### src/rtl/bcd_subtractor_seq.sv
// Digit-serial packed-BCD subtractor: computes |x - y| and a sign flag, one digit per clock,
// framed by a start/busy/done handshake.
module bcd_subtractor_seq #(
    parameter int NDIG = 2
) (
    input  logic                clk,
    input  logic                rst,
    input  logic                start,
    input  logic [4*NDIG-1:0]   x,
    input  logic [4*NDIG-1:0]   y,
    output logic                busy,
    output logic                done,
    output logic [4*NDIG-1:0]   z,
    output logic                neg,
    output logic                err
);
    localparam int W  = 4 * NDIG;
    localparam int IW = $clog2(NDIG) + 1;

    typedef enum logic [1:0] {S_IDLE, S_SUB, S_CMP, S_FIN} state_t;

    state_t          r_state;
    logic [W-1:0]    r_x;
    logic [W-1:0]    r_y;
    logic [W-1:0]    r_res;
    logic            r_borrow;
    logic [IW-1:0]   r_idx;

    logic [3:0]      w_a;
    logic [3:0]      w_b;
    logic [4:0]      w_diff;
    logic            w_bout;
    logic [3:0]      w_dig;
    logic [W-1:0]    w_res;
    logic            w_last;

    function automatic logic all_bcd(input logic [W-1:0] v);
        all_bcd = 1'b1;
        for (int k = 0; k < NDIG; k++) begin
            if (v[4*k +: 4] > 4'd9) begin
                all_bcd = 1'b0;
            end
        end
    endfunction

    // One digit step: SUB takes x_i - y_i, CMP takes 0 - r_i (ten's complement pass).
    always_comb begin
        w_a = 4'd0;
        w_b = 4'd0;
        if (r_state == S_SUB) begin
            w_a = r_x[4*r_idx +: 4];
            w_b = r_y[4*r_idx +: 4];
        end else begin
            w_a = 4'd0;
            w_b = r_res[4*r_idx +: 4];
        end
        w_diff = {1'b0, w_a} - {1'b0, w_b} - {4'd0, r_borrow};
        w_bout = w_diff[4];
        w_dig  = w_bout ? (w_diff[3:0] + 4'd10) : w_diff[3:0];
        w_res  = r_res;
        w_res[4*r_idx +: 4] = w_dig;
        w_last = (r_idx == IW'(NDIG - 1));
    end

    // Control FSM with registered handshake and result outputs.
    always_ff @(posedge clk or posedge rst) begin
        if (rst) begin
            r_state  <= S_IDLE;
            r_x      <= '0;
            r_y      <= '0;
            r_res    <= '0;
            r_borrow <= 1'b0;
            r_idx    <= '0;
            busy     <= 1'b0;
            done     <= 1'b0;
            z        <= '0;
            neg      <= 1'b0;
            err      <= 1'b0;
        end else begin
            done <= 1'b0;
            case (r_state)
                S_IDLE: begin
                    if (start) begin
                        r_x      <= x;
                        r_y      <= y;
                        r_borrow <= 1'b0;
                        r_idx    <= '0;
                        if (!all_bcd(x) || !all_bcd(y)) begin
                            z       <= '0;
                            neg     <= 1'b0;
                            err     <= 1'b1;
                            done    <= 1'b1;
                            r_state <= S_FIN;
                        end else begin
                            busy    <= 1'b1;
                            r_state <= S_SUB;
                        end
                    end
                end
                S_SUB: begin
                    r_res <= w_res;
                    if (w_last && w_bout) begin
                        r_borrow <= 1'b0;
                        r_idx    <= '0;
                        r_state  <= S_CMP;
                    end else if (w_last) begin
                        z       <= w_res;
                        neg     <= 1'b0;
                        err     <= 1'b0;
                        done    <= 1'b1;
                        busy    <= 1'b0;
                        r_state <= S_FIN;
                    end else begin
                        r_borrow <= w_bout;
                        r_idx    <= r_idx + IW'(1);
                    end
                end
                S_CMP: begin
                    r_res <= w_res;
                    if (w_last) begin
                        z       <= w_res;
                        neg     <= 1'b1;
                        err     <= 1'b0;
                        done    <= 1'b1;
                        busy    <= 1'b0;
                        r_state <= S_FIN;
                    end else begin
                        r_borrow <= w_bout;
                        r_idx    <= r_idx + IW'(1);
                    end
                end
                S_FIN: begin
                    r_state <= S_IDLE;
                end
                default: begin
                    busy    <= 1'b0;
                    r_state <= S_IDLE;
                end
            endcase
        end
    end
endmodule

### config.mk
export PLATFORM = sky130hd
export DESIGN_NAME = bcd_subtractor_seq
export DESIGN_NICKNAME = d
export VERILOG_FILES = /design/src/rtl/bcd_subtractor_seq.sv
export SDC_FILE = /design/constraint.sdc
export NUM_CORES = 1
export LEC_CHECK = 0
export BUFFER_PORTS_ARGS = -buffer_cell sky130_fd_sc_hd__buf_2
export CAP_MARGIN = 20
export CORE_MARGIN = 2
export CORE_UTILIZATION = 45
export CTS_CLUSTER_DIAMETER = 50
export CTS_CLUSTER_SIZE = 8
export DETAILED_ROUTE_END_ITERATION = 16
export PLACE_DENSITY = 0.64
export SYNTH_ARGS = -nofsm -noshare
export SYNTH_HDL_FRONTEND = slang
export SYNTH_SLANG_ARGS = --single-unit
### constraint.sdc
create_clock -name clk -period 4.9 [get_ports clk]
set_input_delay 0.98 -clock clk [delete_from_list [all_inputs] [get_ports clk]]
set_output_delay 0.98 -clock clk [all_outputs]
set_load 0.05 [all_outputs]
==> flow_summary.yaml, run 1 <==
die:
  rows: 27
  die_w_um: 79.8
  initial_core_util: 0.466
  io_pins: 31
  core_area_um2: 5540
  die_h_um: 79.8
  fp.dieArea_um2: 6360
global_routing:
  antenna_found_initial: 0
  grt_pass1_wl_um: 9270
  track_usage: 0.190
  grt_remaining_overflow: 0
  grt_max_degree: 42
  grt_pass1_vias: 1883
clocking:
  clockBufferDepth: 2
  cts_buffers: 5
  clock_latency_ps: 290
  cts_resized: 0
  cts_root_buffer: "clkbuf_8"
  clock_sinks: 41
  cts_tree: "yes"
  postCtsSetupRepairBufs: 0
  htreeDepth: 2
  cts_hold_buf: 0
  clkTransAtPathRegs_ps: 80
status:
  status: "finished clean"
synth:
  yosys_warnings: 0
  synth.avg_cell_area_um2: 10.5
  yosysSeqAreaShare: 0.397
  synthCells: 246
  async_flop_share: 1.00
  synth_edf_count: 0
  netlist_area_um2: 2580
  synth_seq_cells: 41
  synth_ff_type: "dfrtp_1"
  ys_types: 60
  syn_nets: 283
cells_and_area:
  nets: 311
  final-seq-area_um2: 1030
  final_cell_mix: "dfrtp_1 (41), buf_2 (30), mux2_2 (21)"
  final_common_cell: "dfrtp_1"
  final_cell_area_um2: 2870
  areaGrowthSynthToFinish_pct: 11.2
  fillCellCount: 522
  multi_input_area_um2: 1440
  final_layout_size_suffix_gt1_frac: 0.270
  num_antenna_cells: 0
placed_design:
  placed_area_um2: 2780
  dp_hpwl_um: 4230
  portBuffers: 30
  place.gp.congestion: 0.810
  dp_slack_ps: 887
drt:
  drtIter0Drc: 81
  drc: 0
  drtAntennaViolNets: 0
  dr.pass1.iters: 4
  wl_um: 5510
  routedWlPerCell_um: 15.9
  via_count: 1980
  vias_per_cell: 5.72
timing:
  clock.fmax_ghz: 0.250
  rsz0062_at_grt: "no"
  setup_tns_ps: 0
  max_slew_margin: 0.533
  hold_viol: 0
  timing.final.crit_share: 0.818
  min_period_ps: 4010
  maxSlewViolCount: 0
  tightestPinTransition_ps: 698
  finClkSkew_ps: 4.94
  hold_ws_ps: 498
  setup_slack_ps: 894
  setup_viol: 0
setup_path:
  critPathCaptureType: "flip-flop"
  crit_fanout: 16
  crit_family: "adder cells"
  critPathKind: "flip-flop to flip-flop"
  cpPeakStageDelay_ps: 580
  path_buf_inv: 2
  arrival_ps: 4180
  crit_slowest_cell: "ha_1"
  crit_top_cell: "ha_1"
  cp-start-kind: "flip-flop"
  required_ps: 5080
  crit_chain: "inv_1, ha_1, mux4_2, and2_1, ha_1, inv_1, ha_1, and4b_1, a221oi_2, a2111o_1, nand3_1, a221o_1"
run:
  max_cap_violations: 0
hold_path:
  min_path_type: "flip-flop to flip-flop"
## synth_stat cells (4+ instances only)
cell type | count | area (um^2)
ha_1 | 16 | 200
a21oi_1 | 11 | 55.1
clkbuf_1 | 5 | 18.8
nor2_1 | 12 | 45.0
nor2b_1 | 7 | 43.8
mux2_2 | 21 | 236
nand2_1 | 20 | 75.1
dfrtp_1 | 41 | 1030
o31ai_1 | 4 | 30.0
inv_1 | 17 | 63.8
nand3_1 | 6 | 30.0
o21ai_0 | 12 | 60.1
## metal layers
layer,part of all wire,track usage
met5,0,0
met4,0.0082,0.0424
met3,0.054,0.0305
met2,0.46,0.301
met1,0.48,0.275
## state kept, by name, indices dropped and copies added, names as in the netlist
signal / cells
r_res: 8
r_x: 8
r_y: 8
z: 8
r_idx: 2
r_state: 2
busy: 1
done: 1
err: 1
neg: 1
r_borrow: 1
## worst reg2reg max path, stage by stage (launching register included)
cell and delay (ps):
dfrtp_1 410, inv_1 90, ha_1 580, mux4_2 580, and2_1 170, ha_1 270
inv_1 40, ha_1 380, and4b_1 240, a221oi_2 430, a2111o_1 220, nand3_1 130
a221o_1 350
## logic make-up (layout without fill, tap and decap cells)
| group | Yosys count | after routing | share of synthesized area |
|---|---|---|---|
| buffers and inverters | 27 | 55 | 0.0436 |
| AO/OA/AOI/OAI | 61 | 61 | 0.183 |
| multiplexers | 27 | 27 | 0.131 |
| AND/OR/NAND/NOR | 69 | 69 | 0.142 |
| XOR/XNOR | 3 | 3 | 0.0102 |
| adder cells (fa/ha/maj) | 18 | 18 | 0.0930 |
| flip-flops | 41 | 41 | 0.397 |
## layout make-up
class / instances / area share
multi-input cells: 178 / 0.503
well taps: 72 / 0.0314
clock buffers: 6 / 0.0288
flip-flops and latches: 41 / 0.357
clock inverters: 1 / 0.00261
repair buffers: 31 / 0.0549
inverters: 17 / 0.0222
## through the flow
stage / std cells / util
finish: 346 / 0.518
global route: 346 / 0.518
CTS: 346 / 0.518
detailed placement: 339 / 0.502
global placement: 339 / 0.502
floorplan: 246 / -
## final timing paths
path                                             start                      to  slack (ps)  depth (start not counted)
worst max register to register  r_state[1]$_DFFE_PP0P_        z[7]$_DFFE_PP0P_         890                         12
worst min register to register        z[5]$_DFFE_PP0P_        z[5]$_DFFE_PP0P_         500                          1
worst min-delay path                  z[5]$_DFFE_PP0P_        z[5]$_DFFE_PP0P_         500                          1
worst max-delay path            r_state[1]$_DFFE_PP0P_        z[7]$_DFFE_PP0P_         890                         12
max in group asynchronous                          rst    r_res[6]$_DFFE_PP0N_        3740                          3
min in group asynchronous                          rst  r_state[1]$_DFFE_PP0P_         800                          3
Power of run 1 is not shown: default switching activity piles up to over one toggle a cycle in this logic, so the estimate is an artifact.
==> run 2: changes to the inputs <==
--- a/config.mk
+++ b/config.mk
@@ -5,6 +5,7 @@
 export SDC_FILE = /design/constraint.sdc
 export NUM_CORES = 1
 export LEC_CHECK = 0
+export ABC_AREA = 1
 export BUFFER_PORTS_ARGS = -buffer_cell sky130_fd_sc_hd__buf_2
 export CAP_MARGIN = 20
 export CORE_MARGIN = 2
@@ -12,7 +13,7 @@
 export CTS_CLUSTER_DIAMETER = 50
 export CTS_CLUSTER_SIZE = 8
 export DETAILED_ROUTE_END_ITERATION = 16
-export PLACE_DENSITY = 0.64
+export PLACE_DENSITY = 0.67
 export SYNTH_ARGS = -nofsm -noshare
 export SYNTH_HDL_FRONTEND = slang
 export SYNTH_SLANG_ARGS = --single-unit
==> constraint.sdc (replaced) <==
create_clock -name clk -period 3.5 [get_ports clk]
set_input_delay 0.7 -clock clk [delete_from_list [all_inputs] [get_ports clk]]
set_output_delay 0.7 -clock clk [all_outputs]
set_load 0.05 [all_outputs]
==> flow_summary.yaml, run 2 <==
status:
  status: "finished clean"
clocking:
  cts_buffers: 5
  clock_sinks: 41
  cts_hold_buf: 0
  clkTransAtPathRegs_ps: 80
  clock_latency_ps: 300
  cts_tree: "yes"
  cts_root_buffer: "clkbuf_8"
  clockBufferDepth: 2
  htreeDepth: 2
synth:
  synth_seq_cells: 41
  netlist_area_um2: 2410
  post-synth-top-area-cell: "dfrtp_1"
  syn_nets: 325
  ys_types: 35
  async_flop_share: 1.00
  synth_ff_type: "dfrtp_1"
  synth.avg_cell_area_um2: 8.36
  synth_area_leaders: "dfrtp_1 (43%), nand2_1 (9.7%), ha_1 (8.3%)"
  yosysSeqAreaShare: 0.426
  synth.most_common_cell: "nand2_1"
  synth_common_cells: "nand2_1 (62), dfrtp_1 (41), inv_1 (38)"
  yosys_warnings: 0
  synthCells: 288
  yosys.area.top_type_share: 0.426
  synth_edf_count: 0
timing:
  max_slew_margin: 0.449
  maxSlewViolCount: 0
  min_period_ps: 3230
  clock.fmax_ghz: 0.309
  hold_viol: 0
  setup_tns_ps: 0
  finClkSkew_ps: 6.58
  setup_viol: 0
  setup_slack_ps: 268
  timing.final.crit_share: 0.923
  tightestPinTransition_ps: 826
die:
  core_area_um2: 5140
  initial_core_util: 0.468
  fp.dieArea_um2: 5950
  die_w_um: 77.1
  die_h_um: 77.1
  io_pins: 31
  rows: 26
cells_and_area:
  final_common_cell: "nand2_1"
  final_layout_size_suffix_gt1_frac: 0.203
  final_cell_area_um2: 2730
  fin_cells: 390
  nets: 357
  final_cell_mix: "nand2_1 (62), dfrtp_1 (41), inv_1 (38)"
  num_antenna_cells: 0
  areaGrowthSynthToFinish_pct: 13.2
drt:
  routedWlPerCell_um: 12.6
  drtAntennaViolNets: 0
  drtIter0Drc: 101
  drc: 0
  vias_per_cell: 4.96
  wl_um: 4920
  via_count: 1936
  dr.pass1.iters: 4
placed_design:
  dp_hpwl_um: 3820
  portBuffers: 30
  dp_slack_ps: 159
  numPlacedInstances: 383
  placed_area_um2: 2620
  place.gp.congestion: 0.886
setup_path:
  critPathKind: "flip-flop to flip-flop"
  startpoint: "r_state[1]$_DFFE_PP0P_"
  crit_slowest_cell: "fa_1"
  crit_fanout: 18
  critPathCaptureType: "flip-flop"
  path_buf_inv: 4
  required_ps: 3660
  cpPeakStageDelay_ps: 450
  crit_chain: "inv_1, ha_2, inv_2, nor2_4, o21ai_0, nor2_1, fa_1, inv_1, fa_1, nand2_1, nand2_1, nand2_1, nand2_1, nand2_4, nor2_2, nand2_2, nand2_2, nor2_4, inv_4, nand2_1, o21ai_2"
  crit_family: "simple AND/OR/NAND/NOR gates"
  cp-start-kind: "flip-flop"
  crit_top_cell: "nand2_1"
  r2r_start: "r_state[1]$_DFFE_PP0P_"
  arrival_ps: 3390
global_routing:
  grt_remaining_overflow: 0
  track_usage: 0.179
  grt_pass1_vias: 1816
  grt_pass1_wl_um: 8530
  grt_max_degree: 26
  antenna_found_initial: 0
run:
  max_cap_violations: 0
hold_path:
  min_path_type: "flip-flop to flip-flop"
  hold_path_startpoint: "busy$_DFFE_PP0P_"
## run 2: area by class of cell
type / instances / area (um^2)
Fill cell: 504 / 2410
Multi-Input combinational cell: 197 / 1200
Sequential cell: 41 / 1030
Timing Repair Buffer: 32 / 165
Clock buffer: 7 / 86.3
Tap cell: 70 / 87.6
Inverter: 43 / 164
## run 2: path summary, 6_finish.rpt
check | end | slack (ps) | cells after the start
max | err$_DFFE_PP0P_ | 270 | 21
min | busy$_DFFE_PP0P_ | 480 | 2
max reg2reg | err$_DFFE_PP0P_ | 270 | 21
min reg2reg | busy$_DFFE_PP0P_ | 480 | 2
max in group asynchronous | r_x[4]$_DFFE_PP0P_ | 2170 | 3
min in group asynchronous | r_borrow$_DFFE_PP0P_ | 560 | 2
## run 2: cell families after synthesis
logic type	Yosys count	synth area share
AND/OR/NAND/NOR	103	0.191
AO/OA/AOI/OAI	67	0.160
multiplexers	7	0.0327
buffers and inverters	50	0.0832
XOR/XNOR	2	0.00728
flip-flops	41	0.426
adder cells (fa/ha/maj)	18	0.0998
## run 2: routing by layer
| metal | up-vias | wire [um] | global-route usage |
|---|---|---|---|
| met4 | 0 | 81 | 0.0679 |
| met2 | 53 | 2130 | 0.266 |
| met1 | 873 | 2500 | 0.256 |
| met5 | - | 0 | 0 |
| met3 | 10 | 212 | 0.0388 |
| li1 | 1000 | - | - |
## run 2: what timing repair did
| item | CTS | global route |
|---|---|---|
| resized for setup | 0 | 4 |
| buffers inserted | 0 | 0 |
| setup endpoints to repair | 0 | 15 |
## run 2: worst min-delay path: cells and delay by family, from the launching register on
kind,cells,cell delay (ps)
AOI/OAI and AO/OA,1,60
and+or+nand+nor,1,50
DFF,1,340
## run 2: per-stage QoR
| stage | hold slack, ps | util |
|---|---|---|
| 3_3_place_gp | 462 | 0.510 |
| 2_1_floorplan | 437 | - |
| 5_1_grt | 515 | 0.530 |
| 3_5_place_dp | 467 | 0.510 |
| 4_1_cts | 484 | 0.527 |
| 6_report | 480 | 0.530 |
Power of run 2 is left out for the same reason.
